File: config.mk
export PLATFORM = sky130hd
export DESIGN_NAME = clk_switch_ctrl_flat
export DESIGN_NICKNAME = d
export VERILOG_FILES = /design/src/rtl/clk_sw_pkg.sv /design/src/rtl/clk_switch_ctrl_if.sv /design/src/rtl/clk_sw_sync.sv /design/src/rtl/clk_switch_ctrl.sv /design/src/flat_wrapper.sv
export SDC_FILE = /design/constraint.sdc
export NUM_CORES = 1
export LEC_CHECK = 0
export ABC_AREA = 0
export CAP_MARGIN = 20
export CORE_MARGIN = 2
export CORE_UTILIZATION = 45
export DETAILED_ROUTE_END_ITERATION = 6
export PLACE_DENSITY = 0.72
export SETUP_SLACK_MARGIN = 0.15
export SYNTH_ARGS = -nofsm -noshare
export SYNTH_HDL_FRONTEND = slang
export SYNTH_HIERARCHICAL = 1
export SYNTH_SLANG_ARGS = --single-unit
File: constraint.sdc
create_clock -name clk -period 3.1 [get_ports clk]
set_input_delay 0.465 -clock clk [delete_from_list [all_inputs] [get_ports clk]]
set_output_delay 0.465 -clock clk [all_outputs]
set_load 0.01 [all_outputs]
File: src/rtl/clk_sw_pkg.sv
// Shared types and helpers for the clock-switch sequencer: FSM state encoding,
// source-index width helper and the fallback source used after an error.
package clk_sw_pkg;

    typedef enum logic [2:0] {
        IDLE,
        ARB,
        GATE_OFF,
        WAIT_OFF,
        GATE_ON,
        WAIT_ON,
        DONE,
        ERR
    } state_e;

    localparam int FALLBACK_SRC = 0;

    function automatic int sw_width(input int n);
        return (n > 2) ? $clog2(n) : 1;
    endfunction

endpackage

File: src/rtl/clk_switch_ctrl_if.sv
// Requester handshake plus mux enable/acknowledge bundle for clk_switch_ctrl.
// The slave modport is the controller side; master is the requester/mux side.
interface clk_switch_ctrl_if #(
    parameter int NUM_SRC = 4,
    parameter int NUM_REQ = 2
);
    import clk_sw_pkg::*;

    localparam int SW = sw_width(NUM_SRC);

    logic [NUM_REQ-1:0]    req;
    logic [NUM_REQ*SW-1:0] req_src;
    logic [NUM_REQ-1:0]    gnt;
    logic                  done;
    logic                  err;
    logic                  busy;
    logic [SW-1:0]         cur_src;
    logic [NUM_SRC-1:0]    mux_en;
    logic [NUM_SRC-1:0]    mux_ack;

    modport slave (
        input  req, req_src, mux_ack,
        output gnt, done, err, busy, cur_src, mux_en
    );

    modport master (
        output req, req_src, mux_ack,
        input  gnt, done, err, busy, cur_src, mux_en
    );

endinterface

File: src/rtl/clk_sw_sync.sv
// Multi-stage flop synchronizer for a vector of asynchronous level signals.
// Each bit is synchronized independently; STAGES must be at least 2.
module clk_sw_sync #(
    parameter int WIDTH  = 1,
    parameter int STAGES = 2
) (
    input  logic             clk,
    input  logic             rst,
    input  logic [WIDTH-1:0] i_d,
    output logic [WIDTH-1:0] o_q
);

    logic [WIDTH-1:0] r_sync [STAGES];

    always_ff @(posedge clk) begin
        if (rst) begin
            for (int s = 0; s < STAGES; s++) r_sync[s] <= '0;
        end else begin
            r_sync[0] <= i_d;
            for (int s = 1; s < STAGES; s++) r_sync[s] <= r_sync[s-1];
        end
    end

    assign o_q = r_sync[STAGES-1];

endmodule

File: src/rtl/clk_switch_ctrl.sv
// Round-robin arbitrated sequencer for a glitch-free clock mux bank.
// Define CLK_SW_TIMEOUT_EN to bound the off/on acknowledge waits by TIMEOUT cycles.
module clk_switch_ctrl
    import clk_sw_pkg::*;
#(
    parameter int NUM_SRC     = 4,
    parameter int NUM_REQ     = 2,
    parameter int SYNC_STAGES = 2,
    parameter int TIMEOUT     = 255
) (
    input logic              clk,
    input logic              rst,
    clk_switch_ctrl_if.slave bus
);

    localparam int SW       = sw_width(NUM_SRC);
    localparam int IW       = (NUM_REQ > 1) ? $clog2(NUM_REQ) : 1;
    localparam int TGT_SPAN = 1 << SW;
    localparam logic [NUM_SRC-1:0] SRC_ONE = NUM_SRC'(1);
    localparam logic [NUM_REQ-1:0] REQ_ONE = NUM_REQ'(1);

    if (NUM_SRC < 2 || NUM_SRC > 8 || NUM_REQ < 1 || NUM_REQ > 4 ||
        SYNC_STAGES < 2 || TIMEOUT < 1) begin : g_param_check
        $error("clk_switch_ctrl: parameter out of range");
    end

    state_e               r_state;
    state_e               w_next;
    logic [IW-1:0]        r_rr_ptr;
    logic [IW-1:0]        r_idx;
    logic [SW-1:0]        r_tgt;
    logic [SW-1:0]        r_cur;
    logic [NUM_SRC-1:0]   r_mux_en;
    logic [NUM_SRC-1:0]   w_ack_s;
    logic [TGT_SPAN-1:0]  w_ack_ext;
    logic [TGT_SPAN-1:0]  w_tgt_legal;
    logic                 w_tgt_ok;
    logic                 w_any_req;
    logic [IW-1:0]        w_win_idx;
    logic [SW-1:0]        w_win_src;
    logic                 w_tmo;
    logic [NUM_REQ-1:0]   w_gnt;
    logic                 w_done;
    logic                 w_err;
    logic                 w_busy;

    clk_sw_sync #(
        .WIDTH  (NUM_SRC),
        .STAGES (SYNC_STAGES)
    ) u_ack_sync (
        .clk (clk),
        .rst (rst),
        .i_d (bus.mux_ack),
        .o_q (w_ack_s)
    );

    // Index space of req_src can exceed NUM_SRC; widen ack and mark legal codes.
    assign w_ack_ext = TGT_SPAN'(w_ack_s);
    for (genvar g = 0; g < TGT_SPAN; g++) begin : g_legal
        assign w_tgt_legal[g] = (g < NUM_SRC);
    end
    assign w_tgt_ok = w_tgt_legal[r_tgt];

    // Round-robin scan from r_rr_ptr; descending loop leaves the first hit.
    always_comb begin
        w_any_req = 1'b0;
        w_win_idx = '0;
        for (int k = NUM_REQ - 1; k >= 0; k--) begin
            if (bus.req[(int'(r_rr_ptr) + k) % NUM_REQ]) begin
                w_any_req = 1'b1;
                w_win_idx = IW'((int'(r_rr_ptr) + k) % NUM_REQ);
            end
        end
    end
    assign w_win_src = bus.req_src[int'(w_win_idx)*SW +: SW];

`ifdef CLK_SW_TIMEOUT_EN
    localparam int TMO_W = ($clog2(TIMEOUT + 1) > 8) ? $clog2(TIMEOUT + 1) : 8;
    logic [TMO_W-1:0] r_tmo_cnt;

    always_ff @(posedge clk) begin
        if (rst) begin
            r_tmo_cnt <= '0;
        end else if (r_state == GATE_OFF || r_state == GATE_ON) begin
            r_tmo_cnt <= '0;
        end else if ((r_state == WAIT_OFF || r_state == WAIT_ON) && !w_tmo) begin
            r_tmo_cnt <= r_tmo_cnt + 1'b1;
        end
    end
    assign w_tmo = (r_tmo_cnt == TMO_W'(TIMEOUT));
`else
    assign w_tmo = 1'b0;
`endif

    always_comb begin
        w_next = r_state;
        w_gnt  = REQ_ONE << r_idx;
        w_done = 1'b0;
        w_err  = 1'b0;
        w_busy = 1'b1;
        case (r_state)
            IDLE: begin
                w_gnt  = '0;
                w_busy = 1'b0;
                if (w_any_req) w_next = ARB;
            end
            ARB: begin
                if (!w_tgt_ok)           w_next = ERR;
                else if (r_tgt == r_cur) w_next = DONE;
                else                     w_next = GATE_OFF;
            end
            GATE_OFF: w_next = WAIT_OFF;
            WAIT_OFF: begin
                if (!w_ack_ext[r_cur]) w_next = GATE_ON;
                else if (w_tmo)        w_next = ERR;
            end
            GATE_ON: w_next = WAIT_ON;
            WAIT_ON: begin
                if (w_ack_ext[r_tgt]) w_next = DONE;
                else if (w_tmo)       w_next = ERR;
            end
            DONE: begin
                w_done = 1'b1;
                w_next = IDLE;
            end
            ERR: begin
                w_err  = 1'b1;
                w_next = IDLE;
            end
            default: w_next = IDLE;
        endcase
    end

    always_ff @(posedge clk) begin
        if (rst) begin
            r_state  <= IDLE;
            r_rr_ptr <= '0;
            r_cur    <= SW'(FALLBACK_SRC);
            r_mux_en <= SRC_ONE << FALLBACK_SRC;
        end else begin
            r_state <= w_next;
            case (r_state)
                IDLE:     if (w_any_req) r_rr_ptr <= IW'((int'(w_win_idx) + 1) % NUM_REQ);
                GATE_OFF: r_mux_en <= '0;
                GATE_ON:  r_mux_en <= SRC_ONE << r_tgt;
                WAIT_ON:  if (w_ack_ext[r_tgt]) r_cur <= r_tgt;
                ERR: begin
                    r_mux_en <= SRC_ONE << FALLBACK_SRC;
                    r_cur    <= SW'(FALLBACK_SRC);
                end
                default: ;
            endcase
        end
    end

    // Winner and its target are captured once, at acceptance.
    always_ff @(posedge clk) begin
        if (r_state == IDLE && w_any_req) begin
            r_idx <= w_win_idx;
            r_tgt <= w_win_src;
        end
    end

    assign bus.gnt     = w_gnt;
    assign bus.done    = w_done;
    assign bus.err     = w_err;
    assign bus.busy    = w_busy;
    assign bus.cur_src = r_cur;
    assign bus.mux_en  = r_mux_en;

endmodule

File: src/flat_wrapper.sv
// flat-port wrapper written by rule: the top's interface ports become plain ports
module clk_switch_ctrl_flat import clk_sw_pkg::*;
#(
    parameter int NUM_SRC     = 4,
    parameter int NUM_REQ     = 2,
    parameter int SYNC_STAGES = 2,
    parameter int TIMEOUT     = 255
)
  (clk, rst, bus_req, bus_req_src, bus_mux_ack, bus_gnt, bus_done, bus_err, bus_busy, bus_cur_src, bus_mux_en);
  clk_switch_ctrl_if #(.NUM_SRC(NUM_SRC), .NUM_REQ(NUM_REQ)) bus_i ();
  input logic clk;
  input logic rst;
  input wire logic [$bits(bus_i.req)-1:0] bus_req;
  input wire logic [$bits(bus_i.req_src)-1:0] bus_req_src;
  input wire logic [$bits(bus_i.mux_ack)-1:0] bus_mux_ack;
  output wire logic [$bits(bus_i.gnt)-1:0] bus_gnt;
  output wire logic [$bits(bus_i.done)-1:0] bus_done;
  output wire logic [$bits(bus_i.err)-1:0] bus_err;
  output wire logic [$bits(bus_i.busy)-1:0] bus_busy;
  output wire logic [$bits(bus_i.cur_src)-1:0] bus_cur_src;
  output wire logic [$bits(bus_i.mux_en)-1:0] bus_mux_en;
  assign bus_i.req = bus_req;
  assign bus_i.req_src = bus_req_src;
  assign bus_i.mux_ack = bus_mux_ack;
  assign bus_gnt = bus_i.gnt;
  assign bus_done = bus_i.done;
  assign bus_err = bus_i.err;
  assign bus_busy = bus_i.busy;
  assign bus_cur_src = bus_i.cur_src;
  assign bus_mux_en = bus_i.mux_en;
  clk_switch_ctrl #(.NUM_SRC(NUM_SRC), .NUM_REQ(NUM_REQ), .SYNC_STAGES(SYNC_STAGES), .TIMEOUT(TIMEOUT)) u_core (.clk(clk), .rst(rst), .bus(bus_i));
endmodule
# Word level (Yosys, flattened, before mapping)
# Memories as Yosys holds them, arrays and structs flattened.
# Cells that the tools add are included.
# W data, S select, Z words.
[word_totals] register_bits=13 ramBits=8 elab_cells=71 mem_count=1
[classes] addsub=2 order_cmp=4 n_eq_ne=11 n_shift=3 n_mux=33 n_bitwise=3 n_reduce_logical=8
[mem_list] memory="u_core.u_ack_sync.r_sync" words=2 width=4 read_ports=2 rd_ports_with_merged_regs=0 write_ports=2 line_no="clk_sw_sync.sv:13" text="logic [WIDTH-1:0] r_sync [STAGES];"
[ops] operator="$pmux W3 S7" n=1
[ops] operator="$mux W1" n=18
[ops] operator="$mux W3" n=5
[ops] operator="$eq A3 B3 Y1 const B" n=4
[ops] operator="$pmux W4 S3" n=1
[ops] operator="$lt A2 B3 Y1 const B" n=3
[ops] operator="$mux W4" n=2
[ops] operator="$bmux W1 S2" n=3
[ops] operator="$eq A3 B2 Y1 const B" n=2
[ops] operator="$mux W2" n=2
[ops] operator="$ne A2 B1 Y1 const B" n=2
[ops] operator="$pmux W2 S2" n=1
[ops] operator="$reduce_and A2 Y1" n=2
[ops] operator="$shiftx A4 B3 Y2" n=1
[ops] operator="$shl A1 B2 Y4 const A" n=1
[ops] operator="$eq A3 B1 Y1 const B" n=1
[ops] operator="$logic_not A3 Y1" n=1
[ops] operator="$reduce_and A3 Y1" n=1
[ops] operator="$reduce_bool A3 Y1" n=1
[ops] operator="$add A1 B1 Y1 const B" n=2
[ops] operator="$eq A2 B2 Y1" n=1
[ops] operator="$lt A1 B2 Y1 const B" n=1
[ops] operator="$ne A2 B2 Y1 const B" n=1
[ops] operator="$or A1 B1 Y1" n=2
[ops] operator="other kinds (5)" n=5

# Longest topological paths before layout
# Gate-level depths: netlist (run 1).
[logic_depth] word_depth=9 ltp_mapped=4 mapped_depth_nobuf=3

# Hierarchy
# The synthesis (run 1) kept the hierarchy.
[by_module_without_submodules] module="clk_switch_ctrl" instances=1 cells_each=75 area_per_inst_um2=695.7
[by_module_without_submodules] module="clk_sw_sync" instances=1 cells_each=20 area_per_inst_um2=240.2

# Least setup slack after synthesis (run 1)
# OpenSTA, ideal clock, no wires.
[synth_path] path_kind="register to register" start="register u_core.r_state[0]" end="register u_core.r_idx, enable pin" setup_time_ps=319 arrival_time_ps=1197 setup_slack_ps=1585 path_stages_with_launch=5 path_cell_list="dfxtp_1 -> buf_2 -> nor3_1 -> inv_1 -> nor2_1"
[synth_via] elab_chain_cells=2
[synth_lines] element="start, declared" line_no="clk_switch_ctrl.sv:27" text="state_e r_state;"
[synth_lines] element="start signal, assigned" line_no="clk_switch_ctrl.sv:141" text="r_state <= w_next;"
[synth_lines] element="$logic_not A3 Y1" line_no="clk_switch_ctrl.sv:158" text="if (r_state == IDLE && w_any_req) begin"
[synth_lines] element="$logic_and A1 B1 Y1" line_no="clk_switch_ctrl.sv:158"
[synth_lines] element="end signal, assigned" line_no="clk_switch_ctrl.sv:159" text="r_idx <= w_win_idx;"
[synth_lines] element="end, declared" line_no="clk_switch_ctrl.sv:30" text="logic [IW-1:0] r_idx;"
# No other way between the ends.
# A chain may end at the register's enable or synchronous reset.

# Worst setup path in the final report (run 1)
[layout_path] start="register u_core.r_state[0]" end="output bus_busy"
[layout_via] elab_chain_cells=2
[layout_lines] element="$logic_not A3 Y1" line_no="clk_switch_ctrl.sv:101" text="case (r_state)"
[layout_lines] element="$mux W1" line_no="clk_switch_ctrl.sv:101"
[layout_lines] element="end, declared" line_no="flat_wrapper.sv:19" text="output wire logic [$bits(bus_i.busy)-1:0] bus_busy;"
# No other way between the ends.

==> results of run 1 <==
metrics by stage:
stage	hold WS, ps	total power (W)	setup WS, ps
floorplan	414	0.000423	1580
finish	446	0.000605	765
detailed placement	423	0.000482	1110
global placement	420	0.000476	1140
global route	466	0.000646	512
CTS	450	0.000611	751
registers in the layout, summed over array words and instances (netlist names):
signal and count:
u_core/r_rr_ptr 1, u_core/bus.cur_src 2, u_core/bus.mux_en 4, u_core/r_idx 1, u_core/r_state 3, u_core/r_tgt 2, u_core/u_ack_sync/r_sync 8
report_power, final:
group	total (W)	leakage (nW)	switching, W	internal (W)
sequential	0.000337	0.177	0.0000337	0.000303
clock	0.000130	0.0150	0.0000795	0.0000502
combinational	0.000138	0.246	0.0000608	0.0000774
total	0.000605	0.438	0.000174	0.000431
cells in the mapped netlist, drive strengths merged, types with 2 or more instances:
cell    instances
dfxtp          18
nand2           9
nor2b           9
buf             7
a21oi           6
inv             6
nor2            6
edfxtp          3
o211ai          3
a31oi           2
mux2            2
mux2i           2
mux4            2
nor3            2
o21ai           2
xnor2           2
final cells by class:
cell class | count | area [um2] | share of cell area, %
Clock buffer | 4 | 26.3 | 2.25
Inverter | 6 | 22.5 | 1.93
Multi-Input combinational cell | 60 | 415 | 35.5
Sequential cell | 21 | 450 | 38.5
Tap cell | 27 | 33.8 | 2.89
Timing Repair Buffer | 22 | 220 | 18.8
critical path: cells and delay by family (launching register included):
family	cells	cell delay, ps
flops	1	460
buf+inv	2	620
simple gates	1	490
layer usage:
layer | global-route usage, % | routed length, um
met3 | 3.64 | 74
met4 | 6.94 | 21
met1 | 17.2 | 756
met5 | 0 | 0
met2 | 30.0 | 896
kinds of logic (layout without fill, tap and decap cells):
| group | Yosys count | in the layout |
|---|---|---|
| flops | 21 | 21 |
| mux | 6 | 6 |
| buf+inv | 14 | 32 |
| simple gates | 33 | 33 |
| xor+xnor | 3 | 3 |
| compound gates | 18 | 18 |
worst paths after layout:
kind | from | slack (ps) | to | cells past startpoint
setup / recovery | u_core/r_state[0] | 770 | bus_busy | 3
hold / removal | u_core/u_ack_sync/r_sync[0][2] | 450 | u_core/u_ack_sync/r_sync[0][6] | 1
setup reg to reg | u_core/r_state[1] | 1450 | u_core/bus.mux_en[0] | 3
hold reg to reg | u_core/u_ack_sync/r_sync[0][2] | 450 | u_core/u_ack_sync/r_sync[0][6] | 1
cells in the final DEF, fill, tap and decap left out:
cell type,netlist,routed
a2111o_1,1,1
a21oi_1,6,6
a311oi_1,1,1
a31oi_1,2,2
a41o_1,1,1
clkbuf_1,1,1
clkbuf_4,0,3
clkdlybuf4s50_1,0,22
dfxtp_1,18,18
edfxtp_1,3,3
inv_1,6,6
mux2_2,2,2
mux2i_1,2,2
mux4_2,2,2
nand2_1,9,9
nand4_1,1,1
nor2_1,6,6
nor2b_1,9,9
nor3_1,2,2
nor4_1,1,1
nor4b_1,1,1
nor4bb_1,1,1
o211a_1,1,1
o211ai_1,3,3
o21a_1,1,1
o21ai_0,2,2
or3_1,1,1
or3b_4,1,1
or4_1,1,1
xnor2_1,2,2
xor2_1,1,1
==> flow_summary.toml, run 1 <==
[run_status]
outcome = "finished clean"

[route]
drtIter0Drc = 9
dr.pass1.iters = 4
wirelength_um = 1750
wire_per_inst_um = 12.5
drc_errors = 0
routed_via_density = 5.10
antenna_left = 0
dr_total_vias = 714

[synth]
synth_top_area_cell = "dfxtp_1"
synth_cells = 95
syn-cell-area_um2 = 936
synth_compound_area_share_pct = 13.1
yosys_warnings = 6
yosys.area_share.simple_pct = 19.1
ys_top_cells_by_area = "dfxtp_1 (39%), edfxtp_1 (9.6%), nor2b_1 (6.0%)"
muxShareOfSynthArea_pct = 9.36
synth_xor_area_share_pct = 2.81
ys_ff_latch = 21
synth_top_family_by_area = "simple AND/OR/NAND/NOR gates"
async_flop_share_pct = 0
ys_seq_area_share_pct = 48.1
synth_edf_count = 3
synth.top_cell.area_share_pct = 38.5
synth_fa_ha_area_share_pct = 0
syn_nets = 107
syn_area_per_cell_um2 = 9.85
ys_types = 32
ys.flop_type = "dfxtp_1"

[critical_path]
slowest_delay_ps = 500
arrival_ps = 1870
worstSetupPathType = "register to output port"
cp_max_fo = 13
path_cells = "nor3_1 > inv_1 > clkdlybuf4s50_1"
slowest_stage = "clkdlybuf4s50_1"
cp-end-kind = "output port"
setup.worst_path.start_class = "register"
crit_required_ps = 2630

[cts]
clkSlewWorstSetupHoldPaths_ps = 110
cts_tree = "built"
cts_buffers = 3
clock_latency_ps = 300
cts_hold_buf = 0
clock_path_buffers = 2
cts_max_level = 1
cts_setup_buffers = 0
cts-resized-gates = 0
cts_sinks = 21
cts_root_buffer = "clkbuf_4"

[floorplan]
initial_core_util_pct = 47.7
die_area_mm2 = 0.00246
io_pins = 23
die_h_um = 49.6
die_x_um = 49.6
core_area_mm2 = 0.00196
num_rows = 16

[sta]
worst_clock_skew_ps = 2.57
fin_crit_sh_pct = 75.3
slew_headroom_pct = 61.5
worstMarginPinSlew_ps = 575
finalMaxSlewViolations = 0
fmax_ghz = 0.428
fin_crit_ps = 2330
setup_violations = 0
rsz0062_at_grt = "false"
hold_viol = 0
final.setup.tns_ps = 0

[grt]
grt_max_degree = 17
grt_util_all_layers_pct = 16.1
grt_pass1_wl_um = 3010
antenna_found_initial = 0
grt_pass1_vias = 704
overflow = 0

[job]
maxCapViolations = 0

[final_layout]
stdcell_count = 140
diodes = 0
fin_area_mm2 = 0.00117
drive_gt1_share_pct = 7.08
nNetsFinal = 126
fillers = 198
area_delta_synth_final_pct = 24.9
final_core_util_pct = 59.6

[power_and_ir_drop]
powerDensity_mw_per_mm2 = 518
p_leak_nw = 0.438
peakVddDrop_v = 0.000339

[placement]
port_buffers = 22
gp_congestion = 0.811
place_area_mm2 = 0.00114
dp.cells = 136
dp_hpwl_um = 1310

[worst_hold_path]
hp-class = "register to register"
Note: power is estimated with default switching activity, not from simulation.
==> run 2: changes to the inputs <==
- CORE_UTILIZATION: 45 -> 42
- PLACE_DENSITY: 0.72 -> 0.7
- clock period: 3.1 -> 1.9 ns (I/O delays scaled with it)
==> flow_summary.toml, run 2 (same netlist as run 1, synthesis figures left out) <==
[floorplan]
core_area_mm2 = 0.00215
die_area_mm2 = 0.00262
io_pins = 23
initial_core_util_pct = 43.6
die_h_um = 51.2
num_rows = 17
die_x_um = 51.2

[final_layout]
largest_reg_flops = 8
fin_area_mm2 = 0.00121
layout_commonest_cell = "clkdlybuf4s50_1"
regMostFlops = "u_core/u_ack_sync/r_sync"
final_core_util_pct = 56.4
area_delta_synth_final_pct = 29.4
stdcell_count = 146
nNetsFinal = 131
layout_common_cells = "clkdlybuf4s50_1 (17), dfxtp_1 (16), nand2_1 (9), nor2b_1 (9)"
diodes = 0
drive_gt1_share_pct = 13.6

[cts]
cts_sinks = 21
cts_max_level = 1
clkSlewWorstSetupHoldPaths_ps = 120
cts_tree = "built"
clock_path_buffers = 2
clock_latency_ps = 320
cts_buffers = 3
cts_root_buffer = "clkbuf_4"
cts_hold_buf = 0

[critical_path]
slowest_delay_ps = 400
worstRegToRegCells = 3
startpoint = "u_core/r_state[2]"
setup.worst_path.start_class = "register"
cp-end-kind = "output port"
worstSetupPathType = "register to output port"
r2r-start = "u_core/r_tgt[0]"
arrival_ps = 1380
crit_required_ps = 1620
cp_max_fo = 10
path_cells = "nor3_1 > buf_4 > inv_1 > dlygate4sd2_1"
slowest_stage = "dfxtp_4"

[route]
wirelength_um = 1760
dr.pass1.iters = 4
routed_via_density = 5.22
drc_errors = 0
antenna_left = 0
drtIter0Drc = 12
wire_per_inst_um = 12.1
dr_total_vias = 762

[sta]
worstMarginPinSlew_ps = 398
slew_headroom_pct = 73.1
hold_viol = 0
fin_crit_ps = 1670
fin_crit_sh_pct = 87.7
setup_violations = 0
rsz0062_at_grt = "false"
finalMaxSlewViolations = 0
final.setup.tns_ps = 0
worst_clock_skew_ps = 8.10
fmax_ghz = 0.600

[grt]
overflow = 0
grt_util_all_layers_pct = 15.5
grt_pass1_vias = 722
grt_pass1_wl_um = 2960
antenna_found_initial = 0
grt_max_degree = 14

[placement]
dp_hpwl_um = 1310
gp_congestion = 0.728
place_area_mm2 = 0.00118
dp.cells = 142
port_buffers = 22

[power_and_ir_drop]
p_leak_nw = 0.484
powerDensity_mw_per_mm2 = 841
peakVddDrop_v = 0.000555

[run_status]
outcome = "finished clean"

[worst_hold_path]
hp-class = "register to register"
whs_path_depth = 1
hold_start = "u_core/u_ack_sync/r_sync[0][3]"

[job]
maxCapViolations = 0
-- run 2: area by class of cell --
class	count	area, um2
fill	204	937
sequential	21	458
multi-input combinational	60	415
timing repair buffer	27	251
tap	28	35.0
clock buffer	3	22.5
inverter	6	22.5
clock inverter	1	6.26
-- run 2: power breakdown --
| part | internal (W) | switching [W] | total (W) |
|---|---|---|---|
| Combinational | 0.000135 | 0.000117 | 0.000252 |
| Clock | 0.0000819 | 0.000145 | 0.000227 |
| Sequential | 0.000497 | 0.0000422 | 0.000539 |
| Total | 0.000714 | 0.000304 | 0.00102 |
-- run 2: what timing repair did --
item	CTS	global route
endpoints found under the setup margin	5	0
hold endpoints to repair	0	0
gates resized for setup	9	0
buffers inserted	0	0
-- run 2: worst paths after layout --
kind	to	slack (ps)
worst max register to register	u_core/r_state[0]	290
worst max-delay path	bus_busy	230
worst min-delay path	u_core/u_ack_sync/r_sync[0][7]	450
worst min register to register	u_core/u_ack_sync/r_sync[0][7]	450
-- run 2: stage by stage --
stage / hold WS, ps / power [W] / setup WS [ps]
floorplan: 357 / 0.000690 / 385
global placement: 420 / 0.000803 / 127
detailed placement: 422 / 0.000811 / 61.2
CTS: 453 / 0.00103 / 218
global route: 467 / 0.00108 / 161
finish: 451 / 0.00102 / 233
-- run 2: critical path, delay by kind of cell, from the launching register on --
| kind | cells | cell delay [ps] |
|---|---|---|
| DFF | 1 | 400 |
| buffers and inverters | 3 | 480 |
| and+or+nand+nor | 1 | 190 |
-- run 2: routing by layer --
metal  GRT usage, %  up-vias  wire length (um)
li1               -      378                 -
met1           16.1      360               763
met2           28.6       19               871
met3           2.92        5                84
met4           9.46        0                42
met5              0        -                 0
